$ cat config.mk
export PLATFORM = sky130hd
export DESIGN_NAME = pie_decoder
export DESIGN_NICKNAME = d
export VERILOG_FILES = /design/src/rtl/pie_decoder.sv
export SDC_FILE = /design/constraint.sdc
export NUM_CORES = 1
export LEC_CHECK = 0
export ABC_AREA = 1
export CAP_MARGIN = 20
export CORE_ASPECT_RATIO = 0.7
export CORE_MARGIN = 1.5
export CORE_UTILIZATION = 40
export CTS_CLUSTER_DIAMETER = 60
export DETAILED_ROUTE_END_ITERATION = 10
export GPL_TIMING_DRIVEN = 0
export PLACE_DENSITY_LB_ADDON = 0.15
export REMOVE_ABC_BUFFERS = 1
export SYNTH_ARGS = -nofsm -noshare
export SYNTH_HDL_FRONTEND = slang
export SYNTH_SLANG_ARGS = --single-unit
$ cat constraint.sdc
create_clock -name clk -period 1.7 [get_ports clk]
set_clock_uncertainty 0.15 [all_clocks]
set_input_delay 0.17 -clock clk [delete_from_list [all_inputs] [get_ports clk]]
set_output_delay 0.17 -clock clk [all_outputs]
set_load 0.01 [all_outputs]
$ cat src/rtl/pie_decoder.sv
// PIE reader-link decoder: synchronises the demodulated envelope, finds the delimiter,
// measures Tari/RTcal/TRcal and slices each rising-edge-to-rising-edge interval into a bit.
//
// state    | meaning
// ---------+-------------------------------------------------------------
// ST_IDLE  | carrier, waiting for the delimiter falling edge
// ST_DELIM | envelope low, timing the delimiter
// ST_TARI  | timing the data-0 reference symbol (value discarded)
// ST_RTCAL | timing RTcal
// ST_CAL   | next symbol is either TRcal (> rtcal) or the first data bit
// ST_DATA  | slicing data symbols until the envelope stays high past rtcal
module pie_decoder #(
    parameter int CNT_W     = 10,
    parameter int DELIM_MIN = 8
) (
    input  logic             clk,
    input  logic             reset_n,
    input  logic             demodin,
    output logic             bitout,
    output logic             bitclk,
    output logic [CNT_W-1:0] rtcal,
    output logic [CNT_W-1:0] trcal,
    output logic             trcal_valid,
    output logic             rx_active,
    output logic             rx_done,
    output logic             rx_err
);

    typedef enum logic [2:0] {
        ST_IDLE,
        ST_DELIM,
        ST_TARI,
        ST_RTCAL,
        ST_CAL,
        ST_DATA
    } state_t;

    localparam logic [CNT_W-1:0] CNT_MAX     = '1;
    localparam logic [CNT_W-1:0] DELIM_MIN_C = CNT_W'(DELIM_MIN);

    state_t           state, state_nxt;
    logic             s1, s2, s3;
    logic             rise, fall;
    logic [CNT_W-1:0] cnt;
    logic             emitted;
    logic             bit_pend;

    logic             cnt_restart;
    logic             timeout;
    logic             rtcal_ld;
    logic             trcal_ld;
    logic             bit_ld;
    logic             bit_val;
    logic             clr_frame;
    logic             done_p;
    logic             err_p;

    assign rise      = s2 & ~s3;
    assign fall      = ~s2 & s3;
    assign bit_val   = cnt > (rtcal >> 1);
    assign rx_active = (state == ST_TARI) || (state == ST_RTCAL) ||
                       (state == ST_CAL)  || (state == ST_DATA);

    always_comb begin
        state_nxt   = state;
        cnt_restart = rise;
        timeout     = 1'b0;
        rtcal_ld    = 1'b0;
        trcal_ld    = 1'b0;
        bit_ld      = 1'b0;
        clr_frame   = 1'b0;
        done_p      = 1'b0;
        err_p       = 1'b0;

        case (state)
            ST_IDLE: begin
                if (fall) begin
                    state_nxt   = ST_DELIM;
                    cnt_restart = 1'b1;
                end
            end
            ST_DELIM: begin
                if (rise) begin
                    if (cnt >= DELIM_MIN_C) begin
                        state_nxt = ST_TARI;
                        clr_frame = 1'b1;
                    end else begin
                        state_nxt = ST_IDLE;
                    end
                end
            end
            ST_TARI: begin
                if (rise) begin
                    state_nxt = ST_RTCAL;
                end else if (cnt == CNT_MAX) begin
                    timeout = 1'b1;
                    err_p   = 1'b1;
                end
            end
            ST_RTCAL: begin
                if (rise) begin
                    rtcal_ld  = 1'b1;
                    state_nxt = ST_CAL;
                end else if (cnt == CNT_MAX) begin
                    timeout = 1'b1;
                    err_p   = 1'b1;
                end
            end
            ST_CAL: begin
                if (rise) begin
                    trcal_ld  = cnt > rtcal;
                    bit_ld    = ~(cnt > rtcal);
                    state_nxt = ST_DATA;
                end else if ({2'b00, cnt} > {rtcal, 2'b00}) begin
                    // widened so 4x rtcal cannot wrap below a saturated counter
                    timeout = 1'b1;
                    err_p   = 1'b1;
                end
            end
            ST_DATA: begin
                if (rise) begin
                    bit_ld = 1'b1;
                end else if (cnt > rtcal) begin
                    timeout = 1'b1;
                    done_p  = emitted;
                end
            end
            default: state_nxt = ST_IDLE;
        endcase

        // envelope already low at timeout: that low is the next delimiter
        if (timeout) begin
            state_nxt   = s2 ? ST_IDLE : ST_DELIM;
            cnt_restart = ~s2;
        end
    end

    always_ff @(posedge clk or negedge reset_n) begin
        if (!reset_n) begin
            state <= ST_IDLE;
        end else begin
            state <= state_nxt;
        end
    end

    always_ff @(posedge clk or negedge reset_n) begin
        if (!reset_n) begin
            s1  <= 1'b1;
            s2  <= 1'b1;
            s3  <= 1'b1;
            cnt <= '0;
        end else begin
            s1 <= demodin;
            s2 <= s1;
            s3 <= s2;
            if (cnt_restart) begin
                cnt <= CNT_W'(1);
            end else if (cnt != CNT_MAX) begin
                cnt <= cnt + CNT_W'(1);
            end
        end
    end

    always_ff @(posedge clk or negedge reset_n) begin
        if (!reset_n) begin
            bitout      <= 1'b0;
            bit_pend    <= 1'b0;
            bitclk      <= 1'b0;
            rtcal       <= '0;
            trcal       <= '0;
            trcal_valid <= 1'b0;
            emitted     <= 1'b0;
            rx_done     <= 1'b0;
            rx_err      <= 1'b0;
        end else begin
            if (rtcal_ld) begin
                rtcal <= cnt;
            end
            if (clr_frame) begin
                trcal       <= '0;
                trcal_valid <= 1'b0;
                emitted     <= 1'b0;
            end
            if (trcal_ld) begin
                trcal       <= cnt;
                trcal_valid <= 1'b1;
            end
            if (bit_ld) begin
                bitout  <= bit_val;
                emitted <= 1'b1;
            end
            // strobe trails bitout by one cycle so the parser sees a settled bit
            bit_pend <= bit_ld;
            bitclk   <= bit_pend;
            rx_done  <= done_p;
            rx_err   <= err_p;
        end
    end

endmodule
==> metrics.txt, run 1 <==
status finished, violations left; failing checks setup timing; Die Area 7190 µm²; number of synthesized register bits 43; minimum clock period after layout 1980 ps; CTS tree built; Worst R2R Start cnt[9]$_DFFE_PN0P_; clock share of power 22.2%; Pwr Density 1050 nW/µm²; Post-synth EDFFs 0; DRT Wirelength 7490 µm; register area share after synthesis 40.4%; metal3 WL 342 µm; IO Port Bufs 28; dominant synthesized flop cell dfrtp_1; drt wl/cell 15.8 µm; worst reg2reg setup slack -280 ps; Num Clock Sinks 43; FP Rows 24; Synth top area share 37.5%; YS warnings 0; Area contributors post-synth dfrtp_1, ha_1, nand2_1; CP max FO 5; FF/Latch Area 1090 µm²; Synth area leader dfrtp_1; count of final hold-check violations 0; Worst Setup EP cnt[7]$_DFFE_PN0P_; CP endpoint kind flip-flop; clk root buf clkbuf_8; Net Sw Frac 40.5%; R2R depth 10; Leakage 1.74 nW; Seq pwr share 32.4%; library cells used by synthesis 33; FILL cells 544; vias 2388; wl on met1 3790 µm; clk_lat worst skew 310 ps; # setup viols final 29; fmax 504 MHz; Sw Pwr 1.62 mW; Setup WS post-layout -284 ps; number of diodes 0; vias in the first global route 2306; DRC viols 0; crit start category flip-flop; worst min path class in2reg; DRT iter0 DRCs 162; Syn-to-layout area delta 41.6%; RSZ-0062 raised after global routing true; top post-synthesis cells by count nand2_1, inv_1, dfrtp_1, ha_1, nand3_1; Comb power frac 45.5%; MaxCap Viol Count 0; RePlAce Congestion 0.831; top sig layer met4; Post-Synthesis Cells 315; clock buffer depth 2; Worst-path clk slew 90 ps; share of cells above drive strength 1 34.2%; routed vias/inst 5.04; die width 101 µm; dpl hpwl 4660 µm; gr ovfl total 0; Internal 2.37 mW; Worst Path Arrival 2030 ps; r2r endpoint cnt[7]$_DFFE_PN0P_; multi-input logic area 1700 µm²; first-pass GRT wire length 11800 µm; Worst Hold Slack 115 ps; gr usage total 21.4%; synthesized cell area 2670 µm²; TritonCTS buffer count 5; max-slew violations 0; Post-synth ARST share 100%; Final period util 117%; origin of the worst setup path cnt[9]$_DFFE_PN0P_; Final ANT Viol Nets 0; IO Count 29; largest net degree at the start of global routing 30; pin slew with the least headroom to its limit 519 ps; Crit Path Class reg2reg; VDD IR max 748 µV; Rel. slew slack 65.4%; initial antenna violation count 0; Starting Density 42.2%; die height 71.4 µm; Core Util, Final 59.7%; count leader, synth nand2_1; WP data required 1750 ps; H-tree level count 2; Core Region 6340 µm²; syn_area_per_cell 8.48 µm²; nets@finish 416; met2 WL post-DR 3270 µm; drt pass-1 iters 4
## worst min-delay path by stage
stage / startpoint / to / slack (ps) / depth (start not counted)
5_1_grt: demodin / s1$_DFF_PN1_ / 130 / 1
6_report: demodin / s1$_DFF_PN1_ / 120 / 1
3_3_place_gp: bit_pend$_DFF_PN0_ / bitclk$_DFF_PN0_ / 180 / 0
3_5_place_dp: reset_n / rx_done$_DFF_PN0_ / -40 / 1
4_1_cts: demodin / s1$_DFF_PN1_ / 110 / 1
2_1_floorplan: reset_n / bit_pend$_DFF_PN0_ / -280 / 0
## stage by stage
stage / total power [mW] / instances / area [µm²] / TNS, ps / setup WS, ps
6_report: 3.99 / 474 / 3780 / -6570 / -284
3_5_place_dp: 2.63 / 429 / 3050 / -16870 / -977
4_1_cts: 3.91 / 469 / 3670 / -4560 / -203
3_3_place_gp: 2.59 / 428 / 3040 / -57020 / -976
5_1_grt: 4.24 / 474 / 3780 / -8640 / -346
2_1_floorplan: 2.22 / 309 / 2640 / -6620 / -491
## timing repair
item                                   4_1_cts  5_1_grt
pin swaps                                   11        9
hold buffers                                 1        0
endpoints found under the hold margin       43        0
cloned                                       2        1
resized for setup                           61       17
setup endpoints to repair                   40       32
buffers inserted                            29        4
## flip-flops by register name (all words and copies together) (netlist names)
| name | count |
|---|---|
| rx_err | 1 |
| s3 | 1 |
| s1 | 1 |
| cnt | 10 |
| bitout | 1 |
| trcal_valid | 1 |
| emitted | 1 |
| s2 | 1 |
| bitclk | 1 |
| trcal | 10 |
| bit_pend | 1 |
| rx_done | 1 |
| state | 3 |
| rtcal | 10 |
## kinds of logic after synthesis
kind of cell               synth area share (%)
and+or+nand+nor                            25.0
AOI/OAI and AO/OA                          11.1
buffers and inverters                      7.72
DFF                                        40.4
adders and majority gates                  14.5
xor gates and xnor gates                   1.31
## area by class of cell
| type | instances | area share [%] |
|---|---|---|
| Clock inverter | 2 | 1.03 |
| Inverter | 47 | 4.73 |
| Sequential cell | 43 | 28.9 |
| Multi-Input combinational cell | 221 | 44.9 |
| Clock buffer | 6 | 2.18 |
| Timing Repair inverter | 1 | 0.198 |
| Tap cell | 91 | 3.01 |
| Timing Repair Buffer | 63 | 15.1 |
## power by group through the flow
stage               clock network (mW)  logic [mW]  registers (mW)
finish                           0.884        1.81            1.29
global route                     0.938        1.99            1.30
CTS                              0.899        1.72            1.28
detailed placement                   0        1.34            1.29
global placement                     0        1.30            1.29
floorplan                            0       0.943            1.27
## worst max-delay path: stages (launching register included)
cell     delay (ps)
dfrtp_2         480
ha_4            320
nand2_4          70
nor2_4          110
nand3_2         130
nand3_4         150
nand3_4         110
nand2_4         120
nand2_8          90
nand2_8         100
nor2_2           40
## routing by layer
layer  vias to the layer above  global-route usage (%)
met5                         -                       0
met4                         0                    5.16
met3                        10                    3.90
met2                        55                    32.3
met1                      1151                    32.0
li1                       1172                       -
## layout by cell type, fill, tap and decap left out, types with 2 or more instances in the layout
cell type,count
inv_2,15
a21oi_2,2
nor3_1,3
a21o_1,2
nor2_2,10
nor2_1,14
nand4_1,7
nand2_1,46
dlymetal6s2s_1,2
buf_6,4
ha_1,18
nand2_2,9
o21ai_0,15
nor2_4,7
ha_4,13
dfrtp_2,10
o21ai_1,20
xor2_1,4
nand2_8,3
nand3_2,4
inv_1,31
clkdlybuf4s50_1,24
nand3_1,21
dfrtp_1,30
dfstp_2,3
clkbuf_8,6
a21oi_1,7
nand2_4,4
buf_4,29
nand3_4,3
No activity file was read; power rests on OpenSTA's default activity.
==> run 2, diff against run 1 <==
PLACE_DENSITY = 0.59   (was unset)
PLACE_DENSITY_LB_ADDON = unset   (was 0.15)
==> run 2 against run 1 <==
Effect of this change: the flow still finishes with violations (setup timing); critical path depth unchanged; sequential cell count is the same; critical endpoint is now cnt[5]$_DFFE_PN0P_; final area is 3.4% higher; worst hold slack hardly changed; via count up 5.2%; non-clock buffer count grew 11; maximum frequency is essentially flat; first-iteration DRC count fell by 29%; sequential power is essentially flat.
==> metrics.txt, run 2 (same netlist as run 1, synthesis figures left out) <==
DRC viols 0 (unchanged); FF/Latch Area 1090 µm² (-0.11%); pin slew with the least headroom to its limit 521 ps (+2.78 ps); failing checks setup timing; IO Port Bufs 28 (unchanged); die height 71.4 µm (unchanged); Internal 2.37 mW (about the same); Leakage 1.77 nW (+1.4%); clk root buf clkbuf_8; drt pass-1 iters 4 (unchanged); largest net degree at the start of global routing 33 (+10%); Comb power frac 52.1% (+6.6 points); worst min path class in2reg; clock buffer depth 2 (unchanged); number of diodes 0 (unchanged); first-pass GRT wire length 12600 µm (+7.4%); Buf+Inv Stages, Crit Path 1 (+1); DRT Wirelength 7950 µm (+6.2%); crit start category flip-flop; IO Count 29 (unchanged); minimum clock period after layout 1980 ps (+0.703 ps); WP data required 1740 ps (about the same); gr usage total 23.2% (+1.8 points); Die Area 7190 µm² (unchanged); Worst Path Arrival 2020 ps (about the same); die width 101 µm (unchanged); TritonCTS buffer count 5 (unchanged); vias 2511 (+5.2%); FILL cells 549 (+0.92%); initial antenna violation count 0 (unchanged); max incr delay on CP 410 ps (-70 ps); drt wl/cell 16.4 µm (+3.8%); most common cell after layout, fill and taps aside nand2_1; Total Power 4.11 mW (+3.0%); fmax 504 MHz (about the same); status finished, violations left; Core Region 6340 µm² (unchanged); Crit Path Class reg2reg; routed vias/inst 5.18 (+2.8%); Pwr Density 1050 nW/µm² (-0.40%); commonest non-fill, non-tap cells in the layout nand2_1, buf_4, inv_1, dfrtp_1, clkdlybuf4s50_1; H-tree level count 2 (unchanged); Syn-to-layout area delta 46.4%; Rel. slew slack 65.2% (-0.19 points); RePlAce Congestion 0.932 (+12%); vias in the first global route 2458 (+6.6%); Num Clock Sinks 43 (unchanged); multi-input logic area 1750 µm² (+3.1%); placed inst area 3050 µm² (unchanged); CP max FO 5 (unchanged); # setup viols final 29 (unchanged); gr ovfl total 0 (unchanged); Worst-path clk slew 90 ps (about the same); VDD IR max 488 µV (-35%); Crit path max-delay family simple AND/OR/NAND/NOR gates; clk_lat worst skew 310 ps (about the same); Sw Pwr 1.74 mW (+7.5%); clock share of power 16.4% (-5.8 points); share of cells above drive strength 1 38.1% (+3.9 points); Starting Density 42.2% (unchanged); CP endpoint kind flip-flop; nets@finish 427 (+2.6%); Slowest cell on crit path dfrtp_1; Final period util 117% (about the same); DRT iter0 DRCs 115 (-29%); Net Sw Frac 42.3% (+1.8 points); Setup WS post-layout -284 ps (-0.703 ps); count of final hold-check violations 0 (unchanged); worst reg2reg setup slack -280 ps (about the same); Largest regs cnt x10, rtcal x10, trcal x10; max-slew violations 0 (unchanged); Final ANT Viol Nets 0 (unchanged); Final Cell Area 3910 µm² (+3.4%); dpl hpwl 4700 µm (+0.99%); FP Rows 24 (unchanged); Seq pwr share 31.5% (-0.9 points); CTS tree built; Cell Chain, Critical Path clkinvlp_4, ha_2, o21bai_1, nand3_2, nand3_4, nand3_4, nand2_4, nand2_8, nand2_8, nor2_4; RSZ-0062 raised after global routing true; MaxCap Viol Count 0 (unchanged)
[run 2: cell count changes in the layout (fill, tap and decap cells not counted), moves of 3 or more]
| cell | before | now |
|---|---|---|
| buf_6 | 4 | 8 |
| nor2_4 | 7 | 11 |
| nand2_1 | 46 | 43 |
| buf_4 | 29 | 35 |
| nor2_1 | 14 | 11 |
| nand2_2 | 9 | 14 |
[run 2: area by class of cell]
class	count	share of cell area, %
well taps	91	2.91
clock inverters	2	0.352
repair buffers	74	17.4
inverters	47	4.73
repair inverters	1	0.192
flip-flops and latches	43	27.9
clock buffers	6	1.85
multi-input cells	221	44.7
[run 2: final timing paths]
| path | start | depth (start not counted) | end |
|---|---|---|---|
| worst min-delay path | demodin | 1 | s1$_DFF_PN1_ |
| worst min register to register | bit_pend$_DFF_PN0_ | 0 | bitclk$_DFF_PN0_ |
| min in group asynchronous | reset_n | 2 | state[2]$_DFFE_PN0P_ |
| worst max-delay path | cnt[0]$_DFFE_PN0P_ | 10 | cnt[5]$_DFFE_PN0P_ |
| max in group asynchronous | reset_n | 3 | s1$_DFF_PN1_ |
| worst max register to register | cnt[0]$_DFFE_PN0P_ | 10 | cnt[5]$_DFFE_PN0P_ |
[run 2: routing by layer]
layer | up-vias | track usage, % | share of wire [%]
met2 | 79 | 35.4 | 44
met4 | 0 | 6.89 | 1.4
li1 | 1198 | - | -
met3 | 14 | 3.71 | 6.5
met5 | - | 0 | 0
met1 | 1220 | 34.2 | 48
[run 2: worst reg2reg max path: stages, from the launching register on]
cell and delay [ps]:
dfrtp_1 410, clkinvlp_4 190, ha_2 210, o21bai_1 170, nand3_2 110, nand3_4 150
nand3_4 110, nand2_4 120, nand2_8 90, nand2_8 110, nor2_4 40
[run 2: repair_timing]
| item | 4_1_cts | 5_1_grt |
|---|---|---|
| pin swaps | 11 | 10 |
| gates cloned | 3 | 0 |
| hold buffers | 1 | 0 |
| setup endpoints to repair | 40 | 30 |
| endpoints found under the hold margin | 40 | 0 |
| buffers inserted | 38 | 8 |
| gates resized for setup | 65 | 32 |
[run 2: per-stage QoR]
step                      util (%)  TNS, ps  hold WS, ps  std cells  worst slack [ps]
after floorplan                  -    -6620         -276        309              -491
after global placement        47.9   -54650          185        428              -988
after detailed placement      48.2   -18610        -63.1        429             -1100
after CTS                     58.7    -4640          111        478              -206
after global routing          61.8    -9100          123        485              -375
final                         61.8    -6520          115        485              -284
[run 2: power by group through the flow]
stage	logic, mW	clock network [mW]	registers, mW
6_report	2.14	0.676	1.29
5_1_grt	2.34	0.727	1.31
4_1_cts	1.86	0.689	1.28
3_5_place_dp	1.32	0	1.30
3_3_place_gp	1.29	0	1.29
2_1_floorplan	0.943	0	1.27
